$ cat config.mk
export PLATFORM = sky130hd
export DESIGN_NAME = branch_redirect_controller
export DESIGN_NICKNAME = d
export VERILOG_FILES = /design/src/rtl/branch_redirect_controller.sv
export SDC_FILE = /design/constraint.sdc
export NUM_CORES = 1
export LEC_CHECK = 0
export BUFFER_PORTS_ARGS = -buffer_cell sky130_fd_sc_hd__buf_4
export CAP_MARGIN = 10
export CORE_AREA = 3 3 107 109
export DETAILED_ROUTE_END_ITERATION = 6
export DIE_AREA = 0 0 110 112
export PLACE_DENSITY = 0.75
export SLEW_MARGIN = 20
export SYNTH_ARGS = -nofsm -noshare
export SYNTH_HDL_FRONTEND = slang
export SYNTH_SLANG_ARGS = --single-unit
$ cat constraint.sdc
create_clock -name clk -period 4 [get_ports clk]
set_input_delay 1.2 -clock clk [delete_from_list [all_inputs] [get_ports clk]]
set_output_delay 1.2 -clock clk [all_outputs]
set_load 0.005 [all_outputs]
$ cat src/rtl/branch_redirect_controller.sv
// Front-end recovery sequencer: arbitrates branch resolutions against trap
// requests (trap wins), runs a timed pipeline flush, then holds a PC redirect
// until fetch consumes it. Also keeps branch and mispredict statistics.
module branch_redirect_controller #(
    parameter int unsigned XLEN         = 32,
    parameter int unsigned FLUSH_CYCLES = 2,
    parameter int unsigned CNT_WIDTH    = 32
) (
    input  logic                 clk,
    input  logic                 reset,
    // Branch evaluator side
    input  logic                 resolve_valid,
    input  logic                 branch_mispredicted,
    input  logic [XLEN-1:0]      next_instruction,
    output logic                 resolve_ready,
    // Trap request, single-cycle pulse
    input  logic                 trap_valid,
    input  logic [XLEN-1:0]      trap_target,
    // Fetch / PC side
    input  logic                 fetch_ready,
    output logic                 flush,
    output logic                 redirect_valid,
    output logic [XLEN-1:0]      redirect_pc,
    // Statistics
    output logic [CNT_WIDTH-1:0] branch_count,
    output logic [CNT_WIDTH-1:0] mispredict_count
);

    // Wide enough to hold FLUSH_CYCLES itself.
    localparam int unsigned FcWidth = $clog2(FLUSH_CYCLES + 1);

    typedef enum logic [1:0] {
        StIdle,
        StFlush,
        StRedirect
    } state_e;

    state_e             state_q;
    logic [FcWidth-1:0] flush_cnt_q;
    logic               accept;
    logic               accept_mispredict;

    // Resolutions are only taken while idle and no trap competes for the slot.
    // Anything presented otherwise is wrong-path and silently dropped.
    assign resolve_ready     = (state_q == StIdle) && !trap_valid;
    assign accept            = resolve_valid && resolve_ready;
    assign accept_mispredict = accept && branch_mispredicted;

    // Recovery FSM with registered flush / redirect outputs and latched target.
    always_ff @(posedge clk or posedge reset) begin
        if (reset) begin
            state_q        <= StIdle;
            flush_cnt_q    <= '0;
            flush          <= 1'b0;
            redirect_valid <= 1'b0;
            redirect_pc    <= '0;
        end else if (trap_valid) begin
            // A trap preempts any state, including an in-progress recovery:
            // retarget and restart the full flush window.
            state_q        <= StFlush;
            flush_cnt_q    <= FcWidth'(FLUSH_CYCLES);
            flush          <= 1'b1;
            redirect_valid <= 1'b0;
            redirect_pc    <= trap_target;
        end else begin
            unique case (state_q)
                StIdle: begin
                    if (accept_mispredict) begin
                        state_q     <= StFlush;
                        flush_cnt_q <= FcWidth'(FLUSH_CYCLES);
                        flush       <= 1'b1;
                        redirect_pc <= next_instruction;
                    end
                end
                StFlush: begin
                    flush_cnt_q <= flush_cnt_q - FcWidth'(1);
                    // Last flush cycle: hand over to the redirect handshake.
                    if (flush_cnt_q == FcWidth'(1)) begin
                        state_q        <= StRedirect;
                        flush          <= 1'b0;
                        redirect_valid <= 1'b1;
                    end
                end
                StRedirect: begin
                    if (fetch_ready) begin
                        state_q        <= StIdle;
                        redirect_valid <= 1'b0;
                    end
                end
                default: begin
                    state_q        <= StIdle;
                    flush          <= 1'b0;
                    redirect_valid <= 1'b0;
                end
            endcase
        end
    end

    // Statistics counters; wrap naturally at 2^CNT_WIDTH.
    always_ff @(posedge clk or posedge reset) begin
        if (reset) begin
            branch_count     <= '0;
            mispredict_count <= '0;
        end else begin
            if (accept) begin
                branch_count <= branch_count + CNT_WIDTH'(1);
            end
            if (accept_mispredict) begin
                mispredict_count <= mispredict_count + CNT_WIDTH'(1);
            end
        end
    end

endmodule

Word-level counts from Yosys, hierarchy flattened
Cells that the tools add are included.
{"block": "totals", "latchBits": 0, "inputBits": 70, "n_memories": 0, "rom_bits": 0, "reg_bits": 102, "output_inout_bits": 99, "ram_bits": 0, "elab_cells": 50}
{"block": "op_classes", "bitwise": 0, "magnitude_cmp": 0, "n_addsub": 3, "n_div": 0, "eq_ne": 8, "n_shift": 0, "mux": 19, "reduce_logical": 13, "multipliers": 0}
{"operator": "$mux W32", "count": 3}
{"operator": "$add A32 B1 Y32 const B", "count": 2}
{"operator": "$mux W2", "count": 6}
{"operator": "$ne A3 B3 Y1 const B", "count": 3}
{"operator": "$reduce_and A3 Y1", "count": 3}
{"operator": "$mux W1", "count": 6}
{"operator": "$pmux W1 S3", "count": 2}
{"operator": "$pmux W2 S3", "count": 1}
{"operator": "$eq A2 B1 Y1 const B", "count": 2}
{"operator": "$ne A2 B2 Y1 const B", "count": 2}
{"operator": "$pmux W2 S2", "count": 1}
{"operator": "$reduce_and A2 Y1", "count": 2}
{"operator": "$reduce_bool A2 Y1", "count": 2}
{"operator": "$logic_and A1 B1 Y1", "count": 3}
{"operator": "$reduce_bool A3 Y1", "count": 1}
{"operator": "$eq A2 B2 Y1 const B", "count": 1}
{"operator": "$logic_not A2 Y1", "count": 1}
{"operator": "$sub A2 B1 Y2 const B", "count": 1}
{"operator": "$logic_not A1 Y1", "count": 1}

Longest topological paths before layout
Gate-level depths: netlist of the first run.
{"block": "depth", "depth_word": 7, "mapped_depth": 8, "mapped_depth_nobuf": 5}

Worst setup path after synthesis of the first run
Ideal clock, no wire load.
{"block": "synth_timing", "kind": "input -> output", "from": "input port trap_valid", "to": "output port resolve_ready", "path_slack_ns": 0.901, "stages": 4, "t_required_ns": 2.800, "arrival_time_ns": 1.899, "n_path_buf": 2, "path_cell_list": "buf_6 > or3_1 > buf_2 > inv_2"}
{"block": "synth_via", "elab_chain_cells": 2}
{"element": "start: declaration", "line_no": "17", "text": "input logic trap_valid,"}
{"element": "$logic_not A1 Y1", "line_no": "45", "text": "assign resolve_ready = (state_q == StIdle) && !trap_valid;"}
{"element": "$logic_and A1 B1 Y1", "line_no": "45"}
{"element": "end: declaration", "line_no": "15", "text": "output logic resolve_ready,"}
No other way between the ends.

Final worst setup path of the first run
Ends and elaborated chain as after synthesis.

==> flow_metrics.env, run 1 <==
export IMPL_run_status="complete, no violations"
export IMPL_die_area_mm2=0.0123
export IMPL_vias=3841
export IMPL_crit_required_ns=2.80
export IMPL_clock_power_share_pct=30.7
export IMPL_powerDensity_mw_per_mm2=348
export IMPL_synth_cell_types=36
export IMPL_ys_warn_count=0
export IMPL_drive_gt1_share_pct=33.1
export IMPL_cts_tree="done"
export IMPL_grt_pass1_vias=3834
export IMPL_drv_slew=0
export IMPL_critPathLaunch="trap_valid"
export IMPL_synthTopCellsByArea="dfrtp_1 54%, xnor2_1 8.8%, mux2i_1 6.7%"
export IMPL_highest_layer="met4"
export IMPL_drt_total_wl_um=11600
export IMPL_wl_per_cell_um=15.6
export IMPL_drtIter0Drc=155
export IMPL_diodes=0
export IMPL_regArea_mm2=0.00255
export IMPL_synth_top_area_share_pct=53.7
export IMPL_htreeDepth=3
export IMPL_layout_commonest_cell="buf_4"
export IMPL_synth_flop_cell="dfrtp_1"
export IMPL_fin_tns_setup_ns=0
export IMPL_portBuffers=168
export IMPL_synth_area_mm2=0.00475
export IMPL_drcViolationCount=0
export IMPL_async_flop_share_pct=100
export IMPL_hold_viol=0
export IMPL_wl_met2_um=5320
export IMPL_cts_reportedPaths_clkPinSlew_ns=0.09
export IMPL_power_share_switching_pct=26.1
export IMPL_grt_usage_pct=19.2
export IMPL_place_gp_congestion=0.767
export IMPL_tightest_slew_ns=0.902
export IMPL_min_period_ns=3.28
export IMPL_rsz0062_at_grt="false"
export IMPL_hold_path_class="reg -> reg"
export IMPL_fin_area_mm2=0.00632
export IMPL_synth_edf_count=0
export IMPL_post_route_util_pct=59.1
export IMPL_intPower_mw=1.63
export IMPL_dieWidth_um=110
export IMPL_fillCellCount=892
export IMPL_syn_inst=434
export IMPL_vdd_ir_drop_max_mv=0.207
export IMPL_clk_latency_ns=0.37
export IMPL_cp_start_kind="input port"
export IMPL_cts_made_buffers=9
export IMPL_syn_to_final_growth_pct=32.9
export IMPL_cts_resized=0
export IMPL_dpl_cell_area_mm2=0.00611
export IMPL_boundaryPins=169
export IMPL_slew_limit_headroom_pct=39.8
export IMPL_worstPathMaxFanout=7
export IMPL_min_from="mispredict_count[26]"
export IMPL_finalSetupViolCount=0
export IMPL_power_leakage_nw=3.02
export IMPL_cts_sinks=102
export IMPL_vias_per_cell=5.18
export IMPL_ys_seq_elements=102
export IMPL_power_frac_seq_pct=53.4
export IMPL_power_switching_mw=0.576
export IMPL_final_cell_mix="172 x buf_4, 102 x dfrtp_1, 52 x nand2_1, 48 x xnor2_1, 32 x mux2i_1"
export IMPL_nets=670
export IMPL_grt_max_degree=75
export IMPL_syn_nets=507
export IMPL_worstSetupEndpointType="primary output"
export IMPL_rrSetupSlack_ns=1.73
export IMPL_cp_arrival_ns=2.08
export IMPL_root_buffer="clkbuf_8"
export IMPL_finClkSkew_ns=0.0144
export IMPL_instances_no_fill=742
export IMPL_grt_antenna_before_repair=0
export IMPL_holdBufCountCts=0
export IMPL_die_y_um=112
export IMPL_cts_setup_buffers=0
export IMPL_avgSynthCellArea_um2=11.0
export IMPL_clk_path_buf_depth=2
export IMPL_ant_nets=0
export IMPL_drt_pass1_iter_count=4
export IMPL_dpl_cell_count=726
export IMPL_std_cell_rows=38
export IMPL_grt_ovfl_total=0
export IMPL_fmax_ghz=0.305
export IMPL_core_area_mm2=0.0107
export IMPL_synth_top_cell_by_area="dfrtp_1"
export IMPL_worstSetupPathType="in -> out"
export IMPL_multi_input_area_mm2=0.00206
export IMPL_route_met3_wl_um=1020
export IMPL_dpl_hpwl_um=8510
export IMPL_grt_pass1_wl_um=19000
export IMPL_rr_startpoint="state_q[1]"
export IMPL_ys_seq_area_share_pct=53.7
export IMPL_period_share_pct=82.0
export IMPL_drv_cap=0
export IMPL_pwr_share_comb_pct=15.9
export IMPL_start_util_pct=44.4
export IMPL_m1WireLength_um=5030
==> synth_stat cells (7+ instances only) <==
| cell type | number |
|---|---|
| dfrtp_1 | 102 |
| nand2_1 | 52 |
| xnor2_1 | 48 |
| mux2i_1 | 32 |
| nand4_1 | 30 |
| o21ai_0 | 29 |
| nand3_1 | 19 |
| xor2_1 | 14 |
| and3_1 | 12 |
| clkbuf_1 | 11 |
| and4_1 | 10 |
| nor2_1 | 9 |
| inv_1 | 7 |
| o21ai_1 | 7 |
==> critical path, cell delays in order <==
cell and delay (ns):
buf_4 0.14, or3_1 0.47, inv_2 0.14, buf_4 0.13
==> power by group through the flow <==
stage	Combinational (mW)	Sequential (mW)	Clock, mW
after floorplan	0.166	1.18	0
after global placement	0.347	1.19	0
after detailed placement	0.360	1.19	0
after CTS	0.359	1.18	0.695
after global routing	0.396	1.19	0.736
final	0.349	1.18	0.677
==> path summary, 6_finish.rpt <==
path | to | cells after the start
max | resolve_ready | 4
min | mispredict_count[26] | 1
max reg2reg | branch_count[25] | 4
min reg2reg | mispredict_count[26] | 1
max in group asynchronous | flush | 3
min in group asynchronous | mispredict_count[24] | 2
==> cells by family after synthesis <==
logic type | share of synthesized area [%]
simple gates | 19.4
xor+xnor | 11.4
fa+ha+maj | 0.790
buf+inv | 3.00
compound gates | 4.74
mux | 6.97
flops | 53.7
==> layer usage <==
layer,global-route usage (%),up-vias
met5,0,-
met4,6.57,0
met3,5.68,13
met2,29.9,143
met1,25.6,1835
li1,-,1850
==> registers in the layout (all words and copies together), names as in the netlist <==
| signal | flops |
|---|---|
| redirect_pc | 32 |
| branch_count | 32 |
| flush | 1 |
| flush_cnt_q | 2 |
| mispredict_count | 32 |
| state_q | 2 |
| redirect_valid | 1 |
==> cell type report <==
| cell class | instances | share of cell area (%) |
|---|---|---|
| multi-input combinational | 304 | 32.6 |
| tap | 140 | 2.77 |
| timing repair buffer | 172 | 20.4 |
| clock inverter | 4 | 0.832 |
| clock buffer | 12 | 2.46 |
| inverter | 8 | 0.515 |
| sequential | 102 | 40.4 |
==> through the flow <==
step | power [mW] | hold WS [ns] | worst slack [ns]
2_1_floorplan | 1.34 | 0.468 | 0.125
3_3_place_gp | 1.54 | 0.465 | 0.710
3_5_place_dp | 1.55 | 0.492 | 0.710
4_1_cts | 2.23 | 0.508 | 0.710
5_1_grt | 2.32 | 0.534 | 0.691
6_report | 2.20 | 0.502 | 0.720
Note: power is estimated with default switching activity, not from simulation.
==> run 2: changes to the inputs <==
--- a/config.mk
+++ b/config.mk
@@ -10,7 +10,7 @@
 export CORE_AREA = 3 3 107 109
 export DETAILED_ROUTE_END_ITERATION = 6
 export DIE_AREA = 0 0 110 112
-export PLACE_DENSITY = 0.75
+export PLACE_DENSITY = 0.72
 export SLEW_MARGIN = 20
 export SYNTH_ARGS = -nofsm -noshare
 export SYNTH_HDL_FRONTEND = slang
==> constraint.sdc (replaced) <==
create_clock -name clk -period 3.4 [get_ports clk]
set_input_delay 1.02 -clock clk [delete_from_list [all_inputs] [get_ports clk]]
set_output_delay 1.02 -clock clk [all_outputs]
set_load 0.005 [all_outputs]
==> run 2 against run 1 <==
Net effect: global-route usage down 0.83 points; critical path type unchanged; design area about the same; count of clock-buffer cells in the layout unchanged; cell count down 0.13%; sequential power up 17%; highest routed layer unchanged; power up 13%; critical path depth unchanged; via count down 1.1%; register-to-register slack worse by 0.56 ns.
==> flow_metrics.env, run 2 (synthesized netlist as in run 1, its figures left out) <==
export IMPL_run_status="complete, no violations"
export IMPL_hold_path_class="reg -> reg"
export IMPL_grt_max_degree=71
export IMPL_rr_worst_depth=4
export IMPL_hold_viol=0
export IMPL_drive_gt1_share_pct=32.9
export IMPL_cp_common_cell="buf_4"
export IMPL_reg_largest_list="branch_count x32, mispredict_count x32, redirect_pc x32"
export IMPL_vias_per_cell=5.13
export IMPL_dpl_hpwl_um=8320
export IMPL_holdBufCountCts=0
export IMPL_reg2reg_to="branch_count[29]"
export IMPL_drt_total_wl_um=11200
export IMPL_rsz0062_at_grt="false"
export IMPL_core_area_mm2=0.0107
export IMPL_start_util_pct=44.4
export IMPL_drcViolationCount=0
export IMPL_endpoint="resolve_ready"
export IMPL_fillCellCount=873
export IMPL_clk_latency_ns=0.35
export IMPL_min_period_ns=2.92
export IMPL_finalSetupViolCount=0
export IMPL_vdd_ir_drop_max_mv=0.197
export IMPL_fmax_ghz=0.343
export IMPL_rr_startpoint="state_q[1]"
export IMPL_fin_tns_setup_ns=0
export IMPL_std_cell_rows=38
export IMPL_worstSetupPathType="in -> out"
export IMPL_period_share_pct=85.8
export IMPL_drt_pass1_iter_count=5
export IMPL_grt_antenna_before_repair=0
export IMPL_grt_ovfl_total=0
export IMPL_wl_per_cell_um=15.0
export IMPL_regArea_mm2=0.00255
export IMPL_max_stage_delay_ns=0.47
export IMPL_cts_made_buffers=9
export IMPL_cts_setup_buffers=0
export IMPL_root_buffer="clkbuf_8"
export IMPL_cp_start_kind="input port"
export IMPL_cp_cell_sequence="buf_4 > or3_1 > inv_2 > buf_4"
export IMPL_grt_pass1_wl_um=17900
export IMPL_slowest_stage="or3_1"
export IMPL_layout_commonest_cell="buf_4"
export IMPL_die_y_um=112
export IMPL_grt_pass1_vias=3626
export IMPL_syn_to_final_growth_pct=32.8
export IMPL_htreeDepth=3
export IMPL_place_gp_congestion=0.775
export IMPL_power_leakage_nw=3.00
export IMPL_dieWidth_um=110
export IMPL_nets=670
export IMPL_drtIter0Drc=112
export IMPL_slew_limit_headroom_pct=49.5
export IMPL_crit_required_ns=2.38
export IMPL_final_cell_mix="170 x buf_4, 102 x dfrtp_1, 52 x nand2_1, 48 x xnor2_1, 32 x mux2i_1"
export IMPL_cts_sinks=102
export IMPL_critPathLaunch="trap_valid"
export IMPL_tightest_slew_ns=0.751
export IMPL_cp_arrival_ns=1.90
export IMPL_boundaryPins=169
export IMPL_rrSetupSlack_ns=1.17
export IMPL_cts_reportedPaths_clkPinSlew_ns=0.08
export IMPL_diodes=0
export IMPL_cts_resized=0
export IMPL_vias=3798
export IMPL_clk_path_buf_depth=2
export IMPL_worstSetupEndpointType="primary output"
export IMPL_drv_cap=0
export IMPL_ant_nets=0
export IMPL_portBuffers=168
export IMPL_multi_input_area_mm2=0.00206
export IMPL_powerDensity_mw_per_mm2=393
export IMPL_grt_usage_pct=18.4
export IMPL_worstPathMaxFanout=6
export IMPL_hold_ws_ns=0.481
export IMPL_cts_tree="done"
export IMPL_die_area_mm2=0.0123
export IMPL_drv_slew=0
export IMPL_finClkSkew_ns=0.0119
==> run 2: changes by cell type in the layout (fill, tap and decap cells not counted) <==
cell / change
bufinv_16: -1
clkinv_4: -1
buf_12: +2
clkinvlp_4: +3
inv_4: -1
inv_6: -1
buf_4: -2
==> run 2: worst min-delay path by stage <==
stage                         start                   end  slack [ns]  cells past startpoint
3_5_place_dp   mispredict_count[31]  mispredict_count[31]        0.47                      1
4_1_cts        mispredict_count[31]  mispredict_count[31]        0.48                      1
6_report       mispredict_count[31]  mispredict_count[31]        0.48                      1
3_3_place_gp   mispredict_count[31]  mispredict_count[31]        0.46                      1
2_1_floorplan  mispredict_count[31]  mispredict_count[31]        0.47                      1
5_1_grt        mispredict_count[31]  mispredict_count[31]        0.50                      1
==> run 2: final cells by class <==
type                    instances  share of cell area [%]
repair buffers                172                    20.9
clock inverters                 3                   0.317
flip-flops and latches        102                    40.4
inverters                       8                   0.535
well taps                     140                    2.78
clock buffers                  12                    2.46
multi-input cells             304                    32.6
==> run 2: through the flow <==
step	power, mW	setup WS, ns	instance area (µm²)	utilization, %	cells
after floorplan	1.58	0.661	4760	-	434
after global placement	1.82	0.489	6140	57.4	726
after detailed placement	1.83	0.482	6140	57.4	726
after CTS	2.52	0.481	6310	59.0	741
after global routing	2.62	0.467	6310	59.0	741
final	2.48	0.484	6310	59.0	741
==> run 2: per-layer routing <==
layer  wire length [µm]  part of all wire, %  vias up  track usage [%]
met3               1020                  9.1        7             5.74
met1               4810                   43     1796             24.0
met5                  0                    0        -                0
met2               5210                   47      155             28.8
li1                   -                    -     1840                -
met4                104                 0.93        0             6.48
==> run 2: critical path, delay by kind of cell <==
family,cells,cell delay (ns)
AND/OR/NAND/NOR,1,0.47
buffers and inverters,3,0.40
==> run 2: power by group <==
part           internal (mW)  switching, mW
combinational          0.233          0.177
sequential              1.30         0.0850
clock                  0.302          0.385
total                   1.83          0.647
